**src/rtl/regfile_pkg.sv**
```systemverilog
// Shared constants and helpers for the integer register file with hazard scoreboard.
package regfile_pkg;

  localparam int DEF_XLEN  = 64;
  localparam int DEF_NREGS = 32;
  localparam int DEF_NREAD = 2;
  localparam int ZERO_REG  = 0;

  // Base bit offset of port `port` inside a packed bus of `width`-bit fields.
  function automatic int slice_base(input int port, input int width);
    return port * width;
  endfunction

endpackage

```
**src/rtl/regfile_sb_if.sv**
```systemverilog
// Decode/writeback bus of the register file: write, issue, flush and read ports.
interface regfile_sb_if #(
  parameter int XLEN  = 64,
  parameter int NREGS = 32,
  parameter int NREAD = 2
);
  localparam int AW = $clog2(NREGS);

  logic                    wr_en;
  logic [AW-1:0]           wr_addr;
  logic [XLEN-1:0]         wr_data;
  logic [NREAD*AW-1:0]     rs_addr;
  logic [NREAD*XLEN-1:0]   rs_data;
  logic [NREAD-1:0]        rs_busy;
  logic                    iss_valid;
  logic [AW-1:0]           iss_rd;
  logic                    flush;
  logic                    any_busy;

  modport master (
    output wr_en, wr_addr, wr_data, rs_addr, iss_valid, iss_rd, flush,
    input  rs_data, rs_busy, any_busy
  );

  modport slave (
    input  wr_en, wr_addr, wr_data, rs_addr, iss_valid, iss_rd, flush,
    output rs_data, rs_busy, any_busy
  );
endinterface

```
**src/rtl/rf_scoreboard.sv**
```systemverilog
// Busy bitmap: set on issue, cleared on writeback, wiped on flush or reset.
module rf_scoreboard
  import regfile_pkg::*;
#(
  parameter int NREGS = DEF_NREGS,
  localparam int AW   = $clog2(NREGS)
) (
  input  logic             clk,
  input  logic             reset,
  input  logic             wr_en,
  input  logic [AW-1:0]    wr_addr,
  input  logic             iss_valid,
  input  logic [AW-1:0]    iss_rd,
  input  logic             flush,
  output logic [NREGS-1:0] busy,
  output logic             any_busy
);

  logic [NREGS-1:0] busy_d;
  logic [NREGS-1:0] busy_q;

  // Issue is applied after the writeback clear so a newer producer wins a collision.
  always_comb begin
    busy_d = busy_q;
    if (flush) begin
      busy_d = '0;
    end else begin
      if (wr_en)     busy_d[wr_addr] = 1'b0;
      if (iss_valid) busy_d[iss_rd]  = 1'b1;
    end
    busy_d[ZERO_REG] = 1'b0;
  end

  always_ff @(posedge clk or negedge reset) begin
    if (!reset) begin
      busy_q <= '0;
    end else begin
      busy_q <= busy_d;
    end
  end

  assign busy     = busy_q;
  assign any_busy = |busy_q;

endmodule

```
**src/rtl/regfile_sb.sv**
```systemverilog
// Integer register file with combinational bypassed read ports and a hazard scoreboard.
module regfile_sb
  import regfile_pkg::*;
#(
  parameter int XLEN  = DEF_XLEN,
  parameter int NREGS = DEF_NREGS,
  parameter int NREAD = DEF_NREAD,
  localparam int AW   = $clog2(NREGS)
) (
  input  logic         clk,
  input  logic         reset,
  regfile_sb_if.slave  bus
);

  logic [XLEN-1:0]  mem_d [NREGS];
  logic [XLEN-1:0]  mem_q [NREGS];
  logic [NREGS-1:0] busy_vec;
  logic             sb_any_busy;
  logic [XLEN-1:0]  rd_data [NREAD];
  logic             rd_busy [NREAD];

  always_comb begin
    mem_d = mem_q;
    if (bus.wr_en && (bus.wr_addr != AW'(ZERO_REG))) begin
      mem_d[bus.wr_addr] = bus.wr_data;
    end
    mem_d[ZERO_REG] = '0;
  end

  always_ff @(posedge clk or negedge reset) begin
    if (!reset) begin
      for (int i = 0; i < NREGS; i++) begin
        mem_q[i] <= '0;
      end
    end else begin
      mem_q <= mem_d;
    end
  end

  rf_scoreboard #(
    .NREGS (NREGS)
  ) u_sb (
    .clk       (clk),
    .reset     (reset),
    .wr_en     (bus.wr_en),
    .wr_addr   (bus.wr_addr),
    .iss_valid (bus.iss_valid),
    .iss_rd    (bus.iss_rd),
    .flush     (bus.flush),
    .busy      (busy_vec),
    .any_busy  (sb_any_busy)
  );

  // Same-cycle writeback forwards straight to decode, so the result is never busy.
  for (genvar k = 0; k < NREAD; k++) begin : g_rd
    logic [AW-1:0] addr;
    logic          is_zero;
    logic          bypass;

    assign addr    = bus.rs_addr[slice_base(k, AW) +: AW];
    assign is_zero = (addr == AW'(ZERO_REG)) || !reset;
    assign bypass  = bus.wr_en && (bus.wr_addr == addr);

    assign rd_data[k] = is_zero ? '0 : (bypass ? bus.wr_data : mem_q[addr]);
    assign rd_busy[k] = is_zero ? 1'b0 : (bypass ? 1'b0 : busy_vec[addr]);
  end

  always_comb begin
    bus.rs_data = '0;
    bus.rs_busy = '0;
    for (int k = 0; k < NREAD; k++) begin
      bus.rs_data[slice_base(k, XLEN) +: XLEN] = rd_data[k];
      bus.rs_busy[k]                           = rd_busy[k];
    end
  end

  assign bus.any_busy = sb_any_busy & reset;

endmodule
```
**src/flat_wrapper.sv**
```systemverilog
// flat-port wrapper written by rule: the top's interface ports become plain ports
module regfile_sb_flat import regfile_pkg::*;
#(
  parameter int XLEN  = DEF_XLEN,
  parameter int NREGS = DEF_NREGS,
  parameter int NREAD = DEF_NREAD,
  localparam int AW   = $clog2(NREGS)
)
  (clk, reset, bus_wr_en, bus_wr_addr, bus_wr_data, bus_rs_addr, bus_iss_valid, bus_iss_rd, bus_flush, bus_rs_data, bus_rs_busy, bus_any_busy);
  regfile_sb_if #(.XLEN(XLEN), .NREGS(NREGS), .NREAD(NREAD)) bus_i ();
  input  logic clk;
  input  logic reset;
  input wire logic [$bits(bus_i.wr_en)-1:0] bus_wr_en;
  input wire logic [$bits(bus_i.wr_addr)-1:0] bus_wr_addr;
  input wire logic [$bits(bus_i.wr_data)-1:0] bus_wr_data;
  input wire logic [$bits(bus_i.rs_addr)-1:0] bus_rs_addr;
  input wire logic [$bits(bus_i.iss_valid)-1:0] bus_iss_valid;
  input wire logic [$bits(bus_i.iss_rd)-1:0] bus_iss_rd;
  input wire logic [$bits(bus_i.flush)-1:0] bus_flush;
  output wire logic [$bits(bus_i.rs_data)-1:0] bus_rs_data;
  output wire logic [$bits(bus_i.rs_busy)-1:0] bus_rs_busy;
  output wire logic [$bits(bus_i.any_busy)-1:0] bus_any_busy;
  assign bus_i.wr_en = bus_wr_en;
  assign bus_i.wr_addr = bus_wr_addr;
  assign bus_i.wr_data = bus_wr_data;
  assign bus_i.rs_addr = bus_rs_addr;
  assign bus_i.iss_valid = bus_iss_valid;
  assign bus_i.iss_rd = bus_iss_rd;
  assign bus_i.flush = bus_flush;
  assign bus_rs_data = bus_i.rs_data;
  assign bus_rs_busy = bus_i.rs_busy;
  assign bus_any_busy = bus_i.any_busy;
  regfile_sb #(.XLEN(XLEN), .NREGS(NREGS), .NREAD(NREAD)) u_core (.clk(clk), .reset(reset), .bus(bus_i));
endmodule
```
**config.mk**
```make
export PLATFORM = sky130hd
export DESIGN_NAME = regfile_sb_flat
export DESIGN_NICKNAME = d
export VERILOG_FILES = /design/src/rtl/regfile_pkg.sv /design/src/rtl/regfile_sb_if.sv /design/src/rtl/rf_scoreboard.sv /design/src/rtl/regfile_sb.sv /design/src/flat_wrapper.sv
export SDC_FILE = /design/constraint.sdc
export NUM_CORES = 2
export LEC_CHECK = 0
export ABC_CLOCK_PERIOD_IN_PS = 3100
export BUFFER_PORTS_ARGS = -buffer_cell sky130_fd_sc_hd__clkbuf_2
export CAP_MARGIN = 20
export CELL_PAD_IN_SITES_DETAIL_PLACEMENT = 0
export CELL_PAD_IN_SITES_GLOBAL_PLACEMENT = 1
export CORE_ASPECT_RATIO = 1.1
export CORE_MARGIN = 2
export CORE_UTILIZATION = 35
export DETAILED_ROUTE_END_ITERATION = 7
export PLACE_DENSITY = 0.62
export SYNTH_ARGS = -nofsm -noshare
export SYNTH_HDL_FRONTEND = slang
export SYNTH_SLANG_ARGS = --single-unit
```
**constraint.sdc**
```tcl
create_clock -name clk -period 3.1 [get_ports clk]
set_input_delay 0.465 -clock clk [delete_from_list [all_inputs] [get_ports clk]]
set_output_delay 0.465 -clock clk [all_outputs]
set_load 0.005 [all_outputs]
```
==> reports/summary.txt <==
Status: finished with violations
Failing checks: setup timing
Top_reg_cell synth: dfrtp_1
Final worst path period share: 1.05
DRT iter0 DRCs: 8027
Post-Syn Nets: 7672
Share of the synthesized area in the top cell type: 0.465
Power share of the combinational group: 0.215
I/O pin cnt: 220
Starting Density: 0.351
H-tree depth: 4
Max Cap Viol: 0
Port Buffers: 219
Pin count of the biggest net entering global routing: 169
Clock transition at path regs: 0.06 ns
Reg area: 50400 um2
Sw Pwr: 23.2 mW
CTS tree: done
Worst IR drop on VDD: 519 uV
Distinct cells, synth: 55
DIE HEIGHT: 588 um
CTS buffer count: 232
Flop and latch count out of synthesis: 2015
Global-route wire length before repair: 626000 um
Via count: 77617
CTS Sinks: 2015
Worst Setup End Kind: output pin
Avg WL per Cell: 36.0 um
Fmax: 0.306 GHz
Drt via density: 6.28
Cell Chain, Critical Path: buf_6 > mux4_2 > mux4_2 > mux2i_1 > nor2_2 > clkbuf_2
Pint: 58.8 mW
Core ar.: 309000 um2
RSZ-0062 raised after global routing: yes
Post-Route WL: 444000 um
Max Transition Viols Final: 0
Register area share after synthesis: 0.465
Worst path max stage delay: 0.48 ns
Area of the multi-input gates: 56100 um2
Die Width: 535 um
Yosys top cell by area: dfrtp_1
Hold WC Path Type: in -> async
Rows: 214
Minimum clock period: 3.27 ns
Power per cell area: 624 nW/um2
Slowest library cell on the worst path: mux4_2
Grt total ovfl: 0
Initial antenna violation count: 39
Clock Tree Buf Depth: 4
Sequential Power Share: 0.430
Synthesized cell area: 108000 um2
Ys async rst share: 1.00
Commonest non-fill, non-tap cells in the layout: 2100 x mux2_2, 2015 x dfrtp_1, 768 x mux4_2
Actual slew at the worst max-slew pin: 1.11 ns
Final Hold Vio Count: 0
Total global routing track utilization: 0.277
Setup Skew: 0 ns
Avg Inst Size Synth: 14.3 um2
Largest cells by area after synthesis: dfrtp_1 46%, mux2_2 22%, mux4_2 16%, mux2i_1 3.0%, clkbuf_1 1.6%
Vias in the first global route: 80295
Sw Share: 0.283
Final setup margin: -0.166 ns
Required time worst endpoint: 2.63 ns
Share of layout cells above drive strength 1: 0.567
Final setup fails: 45
Pre-antenna DRT Iters: 5
Startpoint type of the worst setup path: register
# DRC: 0
DP HPWL: 279000 um
Latest clock arrival within the worst-skew pair: 0.90 ns
Die Area: 314000 um2
Headroom to the max-slew limit: 0.262
Most common cell after layout, fill and taps aside: mux2_2
Cells after Synth: 7583
Setup Crit Path Kind: reg -> out
Leak: 56.8 nW
Filler cells: 27903
Root buf cell: clkbuf_16
Power share of the clock group: 0.354
Antenna viol nets, final: 0
Layout area overhead: 21.1%
Post-synth EDFFs: 0
YS warnings: 0
Final core occ: 0.426
Worst hold slack: 0.0181 ns
Final nets: 8139
Worst-path fanout max: 3
Gp weighted congestion: 0.859
Arr. time, crit path: 2.80 ns
Most numerous cell on the critical path: mux4_2
-- path summary, 6_finish.rpt --
kind / startpoint / endpoint / slack, ns / depth (start not counted)
worst max register to register: u_core.mem_q[355] / u_core.mem_q[355] / 2.16 / 2
max in group asynchronous: reset / u_core.mem_q[198] / 0.75 / 6
min in group clk: bus_wr_data[33] / u_core.mem_q[1825] / 0.08 / 2
worst max-delay path: u_core.u_sb.busy[19] / bus_rs_busy[0] / -0.17 / 6
worst min register to register: u_core.mem_q[1274] / u_core.mem_q[1274] / 0.51 / 1
worst min-delay path: reset / u_core.mem_q[1951] / 0.02 / 4
-- sequential cells by signal, summed over array words and instances (netlist names) --
register,cells
u_core.mem_q,1984
u_core.u_sb.busy,31
-- stage by stage --
| stage | power [mW] | instance area [um2] | setup WS (ns) | std cells | TNS (ns) |
|---|---|---|---|---|---|
| after floorplan | 45.9 | 108000 | 0.410 | 7583 | 0 |
| after global placement | 51.4 | 121000 | -0.230 | 11817 | -31.23 |
| after detailed placement | 52.2 | 121000 | -0.272 | 11817 | -46.16 |
| after CTS | 81.9 | 130000 | -0.236 | 12313 | -5.65 |
| after global routing | 85.0 | 131000 | -0.223 | 12346 | -5.98 |
| final | 82.0 | 131000 | -0.166 | 12350 | -2.63 |
-- power groups by stage --
stage | logic [mW] | registers, mW | clock network [mW]
2_1_floorplan | 11.8 | 34.1 | 0
3_3_place_gp | 16.3 | 35.1 | 0
3_5_place_dp | 16.7 | 35.5 | 0
4_1_cts | 17.4 | 35.0 | 29.5
5_1_grt | 18.7 | 35.8 | 30.5
6_report | 17.7 | 35.3 | 29.1
-- worst max-delay path, delay by kind of cell (launching register included) --
kind                   cells  cell delay [ns]
buffers and inverters      2             0.26
muxes                      3             1.12
and+or+nand+nor            1             0.07
DFF                        1             0.43
-- layout make-up --
class,count,share of cell area
flip-flops and latches,2015,0.384
clock inverters,79,0.00803
repair buffers,1079,0.0893
well taps,4104,0.0391
clock buffers,340,0.0526
multi-input cells,4719,0.427
inverters,3,0.000181
diodes,11,0.000210
-- cells in the mapped netlist, types with 5 or more instances --
library cell  number
buf_1             28
nand3_1           52
nor2_2             8
a22oi_1          170
xnor2_1            6
and3_1             6
nand2_1          142
a22o_1            34
nor4_1            27
dfrtp_1         2015
a32o_1            59
a31oi_1           20
o22ai_1          114
mux2i_1          321
o311ai_0          22
mux2_2          2101
o32a_1            40
o21ai_0          118
a221oi_1          88
and2_1             7
nor3_1            30
nor2_1           189
buf_6             14
a221o_1            5
nand2b_1           6
nor2b_1           19
buf_2            291
a211oi_1           5
mux2_1            42
clkbuf_1         471
a211o_1           25
nor3b_1           30
o221ai_1         100
buf_4             42
nand3b_1           6
mux4_2           768
o221a_2            7
a21oi_1           99
o211ai_1          28
-- what timing repair did --
action	in CTS	in global routing
hold buffers	15	1
endpoints found under the hold margin	367	53
buffers inserted	81	18
pin swaps	181	57
setup endpoints to repair	120	116
gates cloned	4	5
resized for setup	264	150
-- logic make-up (layout without fill, tap and decap cells) --
kind of cell / after synthesis / after routing / share of synthesized area
AOI/OAI and AO/OA: 940 / 940 / 0.0644
xor gates and xnor gates: 10 / 10 / 0.000808
buffers and inverters: 849 / 1501 / 0.0352
DFF: 2015 / 2015 / 0.465
muxes: 3232 / 3232 / 0.412
other: 0 / 11 / 0
and+or+nand+nor: 537 / 537 / 0.0230
-- per-layer routing --
layer	global-route usage	up-vias	wire, um
met5	0	-	236
met4	0.133	36	24000
met3	0.0507	1008	33700
met2	0.431	3589	203000
met1	0.374	42482	183000
li1	-	30502	-
Note: power is estimated with default switching activity, not from simulation.
